File: src/rtl/router_pkg.sv
// Shared types and header layout for the 1x3 router packet controller.
package router_pkg;

  typedef enum logic [1:0] {
    IDLE    = 2'd0,
    PAYLOAD = 2'd1,
    PARITY  = 2'd2,
    DROP    = 2'd3
  } state_e;

  localparam logic [1:0] ADDR_INVALID = 2'b11;

  // Header byte = {payload_len[7:2], addr[1:0]}
  localparam int HDR_ADDR_LSB = 0;
  localparam int HDR_ADDR_MSB = 1;
  localparam int HDR_LEN_LSB  = 2;
  localparam int HDR_LEN_MSB  = 7;

  localparam int TIMEOUT_DEFAULT = 30;
  localparam int TMO_W           = 5;

  function automatic logic [1:0] hdr_addr(input logic [7:0] hdr);
    return hdr[HDR_ADDR_MSB:HDR_ADDR_LSB];
  endfunction

  function automatic logic [5:0] hdr_len(input logic [7:0] hdr);
    return hdr[HDR_LEN_MSB:HDR_LEN_LSB];
  endfunction

  function automatic logic [2:0] port_onehot(input logic [1:0] addr);
    return 3'b001 << addr;
  endfunction

endpackage

File: src/rtl/router_timeout.sv
// Per-port watchdog: flushes a FIFO whose valid data has gone unread for
// TIMEOUT consecutive cycles, with a one-cycle soft_reset pulse.
module router_timeout
  import router_pkg::*;
#(
  parameter int TIMEOUT = TIMEOUT_DEFAULT
) (
  input  logic clock,
  input  logic reset,
  input  logic fifo_empty_i,
  input  logic read_enb_i,
  output logic soft_reset_o
);

  logic [TMO_W-1:0] cnt_q, cnt_d;
  logic             pulse_q, pulse_d;

  // NOTE: every variable driven here gets a default first, so no path leaves it unassigned and no latch is inferred.
  always_comb begin
    cnt_d   = cnt_q;
    pulse_d = 1'b0;
    if (read_enb_i || fifo_empty_i) begin
      cnt_d = '0;
    end else if (cnt_q == TMO_W'(TIMEOUT - 1)) begin
      cnt_d   = '0;
      pulse_d = 1'b1;
    end else begin
      cnt_d = cnt_q + 1'b1;
    end
  end

  // NOTE: state registers use non-blocking assignments so all flops update together at the edge.
  always_ff @(posedge clock) begin
    if (reset) begin
      cnt_q   <= '0;
      pulse_q <= 1'b0;
    end else begin
      cnt_q   <= cnt_d;
      pulse_q <= pulse_d;
    end
  end

  assign soft_reset_o = pulse_q;

endmodule

File: src/rtl/router_ctrl.sv
// Packet controller for the 1x3 router: header parse, FIFO steering,
// source back-pressure, parity check and per-port unread-data flush.
module router_ctrl
  import router_pkg::*;
#(
  parameter int TIMEOUT = TIMEOUT_DEFAULT
) (
  input  logic       clock,
  input  logic       reset,
  input  logic       pkt_valid,
  input  logic [7:0] data_in,
  input  logic [2:0] fifo_full,
  input  logic [2:0] fifo_empty,
  input  logic [2:0] read_enb,
  output logic [2:0] write_enb,
  output logic       lfd_state,
  output logic       busy,
  output logic [2:0] valid_out,
  output logic [2:0] soft_reset,
  output logic       err
);

  state_e      state_q, state_d;
  logic [1:0]  sel_q, sel_d;
  logic [5:0]  len_q, len_d;
  logic [5:0]  cnt_q, cnt_d;
  logic [7:0]  par_q, par_d;
  logic        err_q, err_d;

  logic [1:0]  in_addr;
  logic [5:0]  in_len;
  logic [5:0]  cnt_inc;
  logic        accept;
  // Padded to four entries so the invalid address indexes safely.
  logic [3:0]  empty_ext, full_ext, flush_ext;

  assign in_addr   = hdr_addr(data_in);
  assign in_len    = hdr_len(data_in);
  assign cnt_inc   = cnt_q + 6'd1;
  assign empty_ext = {1'b1, fifo_empty};
  assign full_ext  = {1'b0, fifo_full};
  assign flush_ext = {1'b0, soft_reset};

  always_comb begin
    busy = 1'b0;
    case (state_q)
      IDLE:            busy = pkt_valid && (in_addr != ADDR_INVALID) && !empty_ext[in_addr];
      PAYLOAD, PARITY: busy = full_ext[sel_q];
      default:         busy = 1'b0;
    endcase
  end

  assign accept = pkt_valid && !busy;

  always_comb begin
    state_d   = state_q;
    sel_d     = sel_q;
    len_d     = len_q;
    cnt_d     = cnt_q;
    par_d     = par_q;
    err_d     = err_q;
    write_enb = 3'b000;
    lfd_state = 1'b0;
    case (state_q)
      IDLE: begin
        if (accept) begin
          sel_d = in_addr;
          len_d = in_len;
          cnt_d = '0;
          if (in_addr != ADDR_INVALID) begin
            write_enb = port_onehot(in_addr);
            lfd_state = 1'b1;
            par_d     = data_in;
            err_d     = 1'b0;
            state_d   = (in_len == 6'd0) ? PARITY : PAYLOAD;
          end else begin
            err_d   = 1'b1;
            state_d = DROP;
          end
        end
      end
      PAYLOAD, PARITY: begin
        // A flush of the active FIFO abandons the packet; cnt is kept so DROP
        // discards exactly the bytes still owed by the source.
        if (flush_ext[sel_q]) begin
          err_d   = 1'b1;
          state_d = DROP;
        end else if (accept) begin
          write_enb = port_onehot(sel_q);
          if (state_q == PAYLOAD) begin
            par_d = par_q ^ data_in;
            cnt_d = cnt_inc;
            if (cnt_inc == len_q) state_d = PARITY;
          end else begin
            err_d   = (par_q != data_in);
            state_d = IDLE;
          end
        end
      end
      DROP: begin
        if (accept) begin
          if (cnt_q == len_q) state_d = IDLE;
          else                cnt_d   = cnt_inc;
        end
      end
      default: state_d = IDLE;
    endcase
  end

  always_ff @(posedge clock) begin
    if (reset) begin
      state_q <= IDLE;
      sel_q   <= '0;
      len_q   <= '0;
      cnt_q   <= '0;
      par_q   <= '0;
      err_q   <= 1'b0;
    end else begin
      state_q <= state_d;
      sel_q   <= sel_d;
      len_q   <= len_d;
      cnt_q   <= cnt_d;
      par_q   <= par_d;
      err_q   <= err_d;
    end
  end

  for (genvar k = 0; k < 3; k++) begin : g_tmo
    router_timeout #(.TIMEOUT(TIMEOUT)) u_tmo (
      .clock        (clock),
      .reset        (reset),
      .fifo_empty_i (fifo_empty[k]),
      .read_enb_i   (read_enb[k]),
      .soft_reset_o (soft_reset[k])
    );
  end

  assign valid_out = ~fifo_empty;
  assign err       = err_q;

endmodule

File: config.mk
export PLATFORM = sky130hd
export DESIGN_NAME = router_ctrl
export DESIGN_NICKNAME = d
export VERILOG_FILES = /design/src/rtl/router_pkg.sv /design/src/rtl/router_timeout.sv /design/src/rtl/router_ctrl.sv
export SDC_FILE = /design/constraint.sdc
export NUM_CORES = 1
export LEC_CHECK = 0
export CAP_MARGIN = 30
export CORE_MARGIN = 1.5
export CORE_UTILIZATION = 35
export DETAILED_ROUTE_END_ITERATION = 6
export PLACE_DENSITY = 0.59
export SKIP_CTS_REPAIR_TIMING = 1
export SLEW_MARGIN = 0
export SYNTH_ARGS = -nofsm -noshare
export SYNTH_HDL_FRONTEND = slang
export SYNTH_SLANG_ARGS = --single-unit
File: constraint.sdc
create_clock -name clock -period 2.8 [get_ports clock]
set_input_delay 0.56 -clock clock [delete_from_list [all_inputs] [get_ports clock]]
set_output_delay 0.56 -clock clock [all_outputs]
set_load 0.01 [all_outputs]
# Word-level counts from Yosys, hierarchy flattened
# Cells that the tools add are included.
# word_totals
output_inout_bits,12
in_bits,20
register_bits,43
# classes
n_lt_le_gt_ge,2
n_eq_ne,21
shifts,2
bitwise_logic,2
addsub,4
muxes,47
n_reduce_logical,23
# ops
op,count
$mux 8,5
$mux 6,6
$mux 2,9
$ne 2x2->1 const B,9
$pmux 6 s3,1
$pmux 8 s2,1
$add 5x1->5 const B,3
$eq 5x5->1 const B,3
$mux 1,14
$eq 6x6->1,2
$mux 3,4
$reduce_and 6->1,2
$reduce_or 3->1,3
$ne 8x8->1,1
$reduce_or 2->1,4
$xor 8x8->8,1
$add 6x1->6 const B,1
$bmux 1 s2,3
$logic_not 6->1,1
$lt 2x3->1 const B,2
$ne 3x3->1 const B,2
$pmux 2 s3,1
$pmux 3 s2,1
$shl 1x2->3 const A,2
other kinds (13),20

# Depth between registers and ports, before layout
# Gate-level depths: netlist of the first run.
# logic_depth
ltp_word,10
mapped_depth,10

# By module
# Synthesis of the first run repeated with hierarchy kept, for this count alone.
# hier_totals
cells_unflattened,290
area_unflattened_um2,2577.5
# modules_own_cells
module,area_per_inst_um2,instances,cells_per_inst
router_ctrl,1879.3,1,221
router_timeout,232.7,3,23

# Worst setup path before layout of the first run
# No wires, ideal clock.
# synth_timing
kind,input port to output port
from,input data_in[1]
to,output lfd_state
arrival_time_ns,1.798
setup_slack_ns,0.442
required_ns,2.240
path_stages,6
n_path_buf,0
cell_sequence,mux2_2 > o21ai_1 > a21oi_4 > o21a_1 > nand2_1 > a21oi_1
# synth_between
elab_chain_len,9
elab_cells_between_ends,12
classes_between,eq/ne (1); mux (6); reduce/logical (5)
# synth_lines
item,line_no,text
from (decl),router_ctrl.sv:11,"input logic [7:0] data_in,"
$bmux 1 s2,router_ctrl.sv:47,IDLE: busy = pkt_valid && (in_addr != ADDR_INVALID) && !empty_ext[in_addr];
$mux 1 (not written as such),router_ctrl.sv:47,
$logic_not 1->1,router_ctrl.sv:47,
$logic_and 1x1->1,router_ctrl.sv:47,
$pmux 1 s2,router_ctrl.sv:46,case (state_q)
$logic_not 1->1,router_ctrl.sv:53,assign accept = pkt_valid && !busy;
$logic_and 1x1->1,router_ctrl.sv:53,
$mux 1 (*),router_ctrl.sv:66,if (accept) begin
$mux 1 (*),router_ctrl.sv:64,case (state_q)
to (decl),router_ctrl.sv:16,"output logic lfd_state,"
# Mark *: on every way between the ends. The rest lies on a longest branch, timed or not. The select of a mux whose other input is x is not followed.

# Worst setup path in the final report of the first run
# layout_timing
from,input data_in[0]
to,output write_enb[1]
# layout_between
elab_chain_len,10
elab_cells_between_ends,15
classes_between,eq/ne (1); shift (1); mux (8); reduce/logical (5)
# layout_lines
item,line_no,text
$bmux 1 s2,router_ctrl.sv:47,
$mux 1 (not written as such),router_ctrl.sv:47,
$logic_not 1->1,router_ctrl.sv:47,
$logic_and 1x1->1,router_ctrl.sv:47,
$pmux 1 s2,router_ctrl.sv:46,
$logic_not 1->1,router_ctrl.sv:53,
$logic_and 1x1->1,router_ctrl.sv:53,
$mux 3,router_ctrl.sv:88,end else if (accept) begin
$mux 3,router_ctrl.sv:85,if (flush_ext[sel_q]) begin
$pmux 3 s2 (*),router_ctrl.sv:64,
to (decl),router_ctrl.sv:15,"output logic [2:0] write_enb,"
# Marked as above.

==> flow_metrics.env, run 1 <==
export IMPL_slew_viol_final=0
export IMPL_maxClockFrequency_mhz=373
export IMPL_grt_overflow=0
export IMPL_async_flop_share=0
export IMPL_wl_per_cell_um=12.7
export IMPL_area_delta_synth_final_pct=23.8
export IMPL_seq_area_frac_synth=0.334
export IMPL_timing_final_crit_share=0.958
export IMPL_r2r_setup_slack_ns=0.35
export IMPL_ys_types=50
export IMPL_p_per_area_nw_per_um2=822
export IMPL_leakagePower_nw=1.33
export IMPL_cts_buffer_depth=2
export IMPL_die_w_um=88.8
export IMPL_fin_area_um2=3190
export IMPL_synth_top_flop_cell="dfxtp_1"
export IMPL_insertion_delay_ns=0.31
export IMPL_ff_latch_area_um2=861
export IMPL_timing_hold_violations_final=0
export IMPL_period_needed_ns=2.68
export IMPL_drc_errors=0
export IMPL_synth_edf_count=0
export IMPL_crit_end="write_enb[1]"
export IMPL_timing_rr_end="cnt_q[4]$_SDFFE_PP0P_"
export IMPL_worstReg2RegStart="state_q[1]$_SDFFE_PP0P_"
export IMPL_status="completed"
export IMPL_crit_slowest_cell="clkdlybuf4s50_1"
export IMPL_synth_top_area_cell="dfxtp_1"
export IMPL_cts_tree="built"
export IMPL_grt_max_degree=24
export IMPL_setup_viol=0
export IMPL_num_antenna_cells=0
export IMPL_drt_first_pass_iters=4
export IMPL_utilization=0.444
export IMPL_hp_class="reg2reg"
export IMPL_crit_required_ns=2.24
export IMPL_crit_top_cell="buf_4"
export IMPL_syn_cell_area_um2=2570
export IMPL_ios=32
export IMPL_syn_avg_cell_area_um2=8.64
export IMPL_place_gp_congestion=0.759
export IMPL_r2r_cells=11
export IMPL_rsz0062_at_grt="no"
export IMPL_cp_cell_sequence="clkdlybuf4s50_1, nand2b_1, o21ai_2, buf_4, a21oi_4, buf_4, nand3b_4, a21oi_1, dlymetal6s2s_1"
export IMPL_multi_input_area_um2=1590
export IMPL_wl_um=5520
export IMPL_grt_usage=0.153
export IMPL_report_power_total_mw=2.62
export IMPL_antenna_found_initial=0
export IMPL_first_iter_violations=90
export IMPL_cpPeakStageDelay_ns=0.50
export IMPL_coreArea_um2=7180
export IMPL_clockRootBuffer="clkbuf_8"
export IMPL_ant_nets=0
export IMPL_crit_type="in2out"
export IMPL_layout_nets=367
export IMPL_path_clk_slew_ns=0.10
export IMPL_fillers=712
export IMPL_drv_cap=0
export IMPL_first_global_vias=1967
export IMPL_drive_gt1_frac=0.139
export IMPL_yosysMostFrequentCell="dfxtp_1"
export IMPL_cts_sinks=43
export IMPL_yosys_warnings=0
export IMPL_netlist_instances=298
export IMPL_synth_top_area_share=0.334
export IMPL_tightest_slew_ns=0.500
export IMPL_peakVddDrop_mv=0.336
export IMPL_netlist_top_cells_area="dfxtp_1 (33%), mux2i_1 (6.2%), nor2_1 (5.8%)"
export IMPL_cp_startpoint="data_in[0]"
export IMPL_syn_nets=329
export IMPL_worstPathArrival_ns=2.12
export IMPL_rows=31
export IMPL_initial_core_util=0.359
export IMPL_cts_buffers=5
export IMPL_vias=2116
export IMPL_drt_vias_per_instance=4.85
export IMPL_critPathMaxFanout=5
export IMPL_worst_clock_skew_ns=0.0106
export IMPL_synthTopCellsByCount="dfxtp_1 (43), nor2_1 (40), nand2_1 (19)"
export IMPL_ys_ff_latch=43
export IMPL_grt_first_pass_wirelength_um=9470
export IMPL_hpwl_um=4160
export IMPL_slew_headroom=0.665
export IMPL_portBuffers=31
export IMPL_die_area_um2=7880
export IMPL_place_ws_ns=-0.342
export IMPL_endpoint_kind="output pin"
export IMPL_worst_slack_ns=0.119
export IMPL_fp_dieH_um=88.8
export IMPL_place_area_um2=3060
export IMPL_htree_levels=2
export IMPL_cp_start_kind="primary input"
-- final cells by class --
type,instances,share of cell area
clock buffer,5,0.0216
clock inverter,3,0.00824
inverter,10,0.0118
multi-input combinational,226,0.499
sequential,43,0.270
tap,99,0.0389
timing repair buffer,50,0.151
-- cells by family (layout without fill, tap and decap cells) --
kind of cell	after synthesis	count (layout)	synth area share
muxes	25	25	0.102
adders and majority gates	11	11	0.0535
DFF	43	43	0.334
AOI/OAI and AO/OA	57	57	0.160
xor gates and xnor gates	27	27	0.0919
and+or+nand+nor	106	106	0.204
buffers and inverters	29	68	0.0544
-- worst min-delay path by stage --
stage | depth (start not counted) | startpoint | to
floorplan | 1 | g_tmo[0].u_tmo.cnt_q[0]$_SDFF_PP0_ | g_tmo[0].u_tmo.cnt_q[0]$_SDFF_PP0_
global placement | 1 | g_tmo[2].u_tmo.cnt_q[0]$_SDFF_PP0_ | g_tmo[2].u_tmo.cnt_q[0]$_SDFF_PP0_
detailed placement | 1 | g_tmo[0].u_tmo.cnt_q[0]$_SDFF_PP0_ | g_tmo[0].u_tmo.cnt_q[0]$_SDFF_PP0_
CTS | 1 | g_tmo[0].u_tmo.cnt_q[0]$_SDFF_PP0_ | g_tmo[0].u_tmo.cnt_q[0]$_SDFF_PP0_
global route | 1 | g_tmo[2].u_tmo.cnt_q[0]$_SDFF_PP0_ | g_tmo[2].u_tmo.cnt_q[0]$_SDFF_PP0_
finish | 1 | g_tmo[0].u_tmo.cnt_q[0]$_SDFF_PP0_ | g_tmo[0].u_tmo.cnt_q[0]$_SDFF_PP0_
-- critical path, delay by kind of cell --
kind / cells / cell delay [ns]
and+or+nand+nor: 2 / 0.25
AOI/OAI and AO/OA: 3 / 0.33
buffers and inverters: 4 / 0.98
-- placed cells by master, fill, tap and decap left out, drive strengths merged, types with 11 or more instances in the layout --
cell type	instances
buf	19
clkdlybuf4s50	25
nor2b	12
xor2	15
ha	11
nor2	40
o21ai	14
dfxtp	43
nand2	19
o211ai	11
nand3	12
xnor2	12
mux2i	16
inv	12
-- stage by stage --
step / hold WS (ns) / setup TNS, ns / cells
2_1_floorplan: 0.433 / 0 / 298
3_3_place_gp: 0.447 / -1.91 / 428
3_5_place_dp: 0.459 / -2.19 / 428
4_1_cts: 0.483 / -1.59 / 436
5_1_grt: 0.510 / 0 / 436
6_report: 0.480 / 0 / 436
-- metal layers --
metal  wire length [um]  vias to the layer above  track usage  part of all wire
met4                 94                        0       0.0511             0.017
met1               2870                      964        0.208              0.52
met2               2390                       24        0.243              0.43
met5                  0                        -            0                 0
li1                   -                     1120            -                 -
met3                160                        8       0.0289             0.029
-- where the power goes --
group	internal, mW	switching (mW)
logic	0.701	0.691
clock network	0.185	0.243
registers	0.707	0.0909
-- sequential cells by signal, summed over array words and instances, names as in the netlist --
register and count:
g_tmo.u_tmo.cnt_q 15, par_q 8, cnt_q 6, len_q 6
g_tmo.u_tmo.soft_reset_o 3, sel_q 2, state_q 2, err 1
Note: power is estimated with default switching activity, not from simulation.
==> inputs of run 2 (changes only) <==
--- a/config.mk
+++ b/config.mk
@@ -9,7 +9,8 @@
 export CORE_MARGIN = 1.5
 export CORE_UTILIZATION = 35
 export DETAILED_ROUTE_END_ITERATION = 6
-export PLACE_DENSITY = 0.59
+export GPL_TIMING_DRIVEN = 0
+export PLACE_DENSITY = 0.61
 export SKIP_CTS_REPAIR_TIMING = 1
 export SLEW_MARGIN = 0
 export SYNTH_ARGS = -nofsm -noshare
==> run 2 against run 1 <==
  * Clock-buffer cell count did not move
  * Sequential share of layout area fell by 0.080 points
  * Register-to-register slack barely moved
  * Hold slack got worse by 0.0092 ns
  * Global-route usage rose by 0.30 points
  * Combinational power barely moved
  * Via count rose by 4.3%
  * Total power rose by 7.0%
  * Die area did not move
  * Cell area rose by 0.59%
  * First-iteration DRC count rose by 62%
  * Critical endpoint is now lfd_state
  * Highest routed layer unchanged
==> flow_metrics.env, run 2 (synthesis results as in run 1) <==
export IMPL_endpoint_kind="output pin"
export IMPL_drt_vias_per_instance=5.03
export IMPL_layout_nets=370
export IMPL_cts_buffer_depth=2
export IMPL_ios=32
export IMPL_die_w_um=88.8
export IMPL_peakVddDrop_mv=0.333
export IMPL_grt_max_degree=15
export IMPL_cpPeakStageDelay_ns=0.51
export IMPL_die_area_um2=7880
export IMPL_clock_power_share=0.207
export IMPL_first_iter_violations=146
export IMPL_timing_hold_violations_final=0
export IMPL_cts_buffers=5
export IMPL_area_delta_synth_final_pct=24.6
export IMPL_crit_slowest_cell="clkdlybuf4s50_1"
export IMPL_fp_dieH_um=88.8
export IMPL_htree_levels=2
export IMPL_grt_usage=0.156
export IMPL_first_global_vias=2011
export IMPL_cts_tree="built"
export IMPL_slew_viol_final=0
export IMPL_p_per_area_nw_per_um2=874
export IMPL_cts_sinks=43
export IMPL_crit_buf_inv=2
export IMPL_initial_core_util=0.359
export IMPL_critPathMaxFanout=6
export IMPL_portBuffers=30
export IMPL_power_switching_mw=1.05
export IMPL_place_gp_congestion=0.845
export IMPL_final_common_cell="dfxtp_1"
export IMPL_crit_required_ns=2.24
export IMPL_grt_overflow=0
export IMPL_maxClockFrequency_mhz=367
export IMPL_timing_final_crit_share=0.972
export IMPL_fin_area_um2=3210
export IMPL_place_area_um2=3000
export IMPL_antenna_found_initial=0
export IMPL_largest_registers="g_tmo.u_tmo.cnt_q x15, par_q x8"
export IMPL_ant_nets=0
export IMPL_worst_clock_skew_ns=0.00767
export IMPL_p_int_mw=1.76
export IMPL_cp_cell_sequence="clkdlybuf4s50_1, nand4bb_1, o21ai_4, a21oi_4, o21a_1, nand2_4, a21oi_2, clkbuf_2"
export IMPL_worstPathArrival_ns=2.16
export IMPL_utilization=0.447
export IMPL_hpwl_um=4320
export IMPL_top_register="g_tmo.u_tmo.cnt_q"
export IMPL_final_cell_mix="dfxtp_1 (41), nor2_1 (40), clkdlybuf4s50_1 (24), nand2_1 (18), mux2i_1 (16)"
export IMPL_vias=2208
export IMPL_hp_class="reg2reg"
export IMPL_setup_viol=0
export IMPL_drt_first_pass_iters=4
export IMPL_comb_power_share=0.502
export IMPL_p_seq_frac=0.291
export IMPL_clockRootBuffer="clkbuf_8"
export IMPL_coreArea_um2=7180
export IMPL_wl_per_cell_um=13.2
export IMPL_cp_start_kind="primary input"
export IMPL_drc_errors=0
export IMPL_period_needed_ns=2.72
export IMPL_status="completed"
export IMPL_fillers=703
export IMPL_drv_cap=0
export IMPL_num_antenna_cells=0
export IMPL_largest_register_ffs=15
export IMPL_drive_gt1_frac=0.141
export IMPL_leakagePower_nw=1.31
export IMPL_tightest_slew_ns=0.558
export IMPL_rows=31
export IMPL_insertion_delay_ns=0.29
export IMPL_path_clk_slew_ns=0.09
export IMPL_grt_first_pass_wirelength_um=9670
export IMPL_crit_type="in2out"
export IMPL_slew_headroom=0.628
export IMPL_swShare=0.373
export IMPL_wl_um=5800
export IMPL_crit_family="buffers and inverters"
run 2: power by group through the flow:
stage | clock network (mW) | registers (mW) | logic, mW
2_1_floorplan | 0 | 0.802 | 1.03
3_3_place_gp | 0 | 0.822 | 1.32
3_5_place_dp | 0 | 0.824 | 1.34
4_1_cts | 0.595 | 0.812 | 1.35
5_1_grt | 0.615 | 0.832 | 1.54
6_report | 0.580 | 0.814 | 1.41
run 2: area by class of cell:
| class | instances | area [um2] | share of cell area |
|---|---|---|---|
| Clock buffer | 5 | 68.8 | 0.0215 |
| Buffer | 19 | 111 | 0.0347 |
| Multi-Input combinational cell | 226 | 1600 | 0.498 |
| Clock inverter | 3 | 67.6 | 0.0211 |
| Sequential cell | 43 | 863 | 0.269 |
| Timing Repair Buffer | 34 | 338 | 0.105 |
| Tap cell | 99 | 124 | 0.0386 |
| Inverter | 10 | 37.5 | 0.0117 |
run 2: worst paths after layout:
check | slack [ns] | start | to | cells past startpoint
max | 0.08 | fifo_empty[1] | lfd_state | 8
min | 0.47 | g_tmo[2].u_tmo.cnt_q[0]$_SDFF_PP0_ | g_tmo[2].u_tmo.cnt_q[0]$_SDFF_PP0_ | 1
min reg2reg | 0.47 | g_tmo[2].u_tmo.cnt_q[0]$_SDFF_PP0_ | g_tmo[2].u_tmo.cnt_q[0]$_SDFF_PP0_ | 1
max reg2reg | 0.35 | cnt_q[0]$_SDFFE_PP0P_ | state_q[0]$_SDFFE_PP0P_ | 8
run 2: stage by stage:
step	power (mW)	hold slack [ns]	worst slack, ns	instances	TNS [ns]
after CTS	2.75	0.477	-0.868	435	-2.13
final	2.80	0.470	0.0773	439	0
after global placement	2.14	0.448	-0.876	427	-4.62
after global routing	2.99	0.495	-0.00282	439	-0.00282
after detailed placement	2.16	0.456	-0.853	427	-4.59
after floorplan	1.83	0.433	0.442	298	0
run 2: metal layers:
metal	vias up	wire [um]	track usage	share of wire
met3	7	215	0.0271	0.037
met2	42	2680	0.252	0.46
met1	1033	2830	0.214	0.49
met5	-	0	0	0
li1	1126	-	-	-
met4	0	79	0.0426	0.014
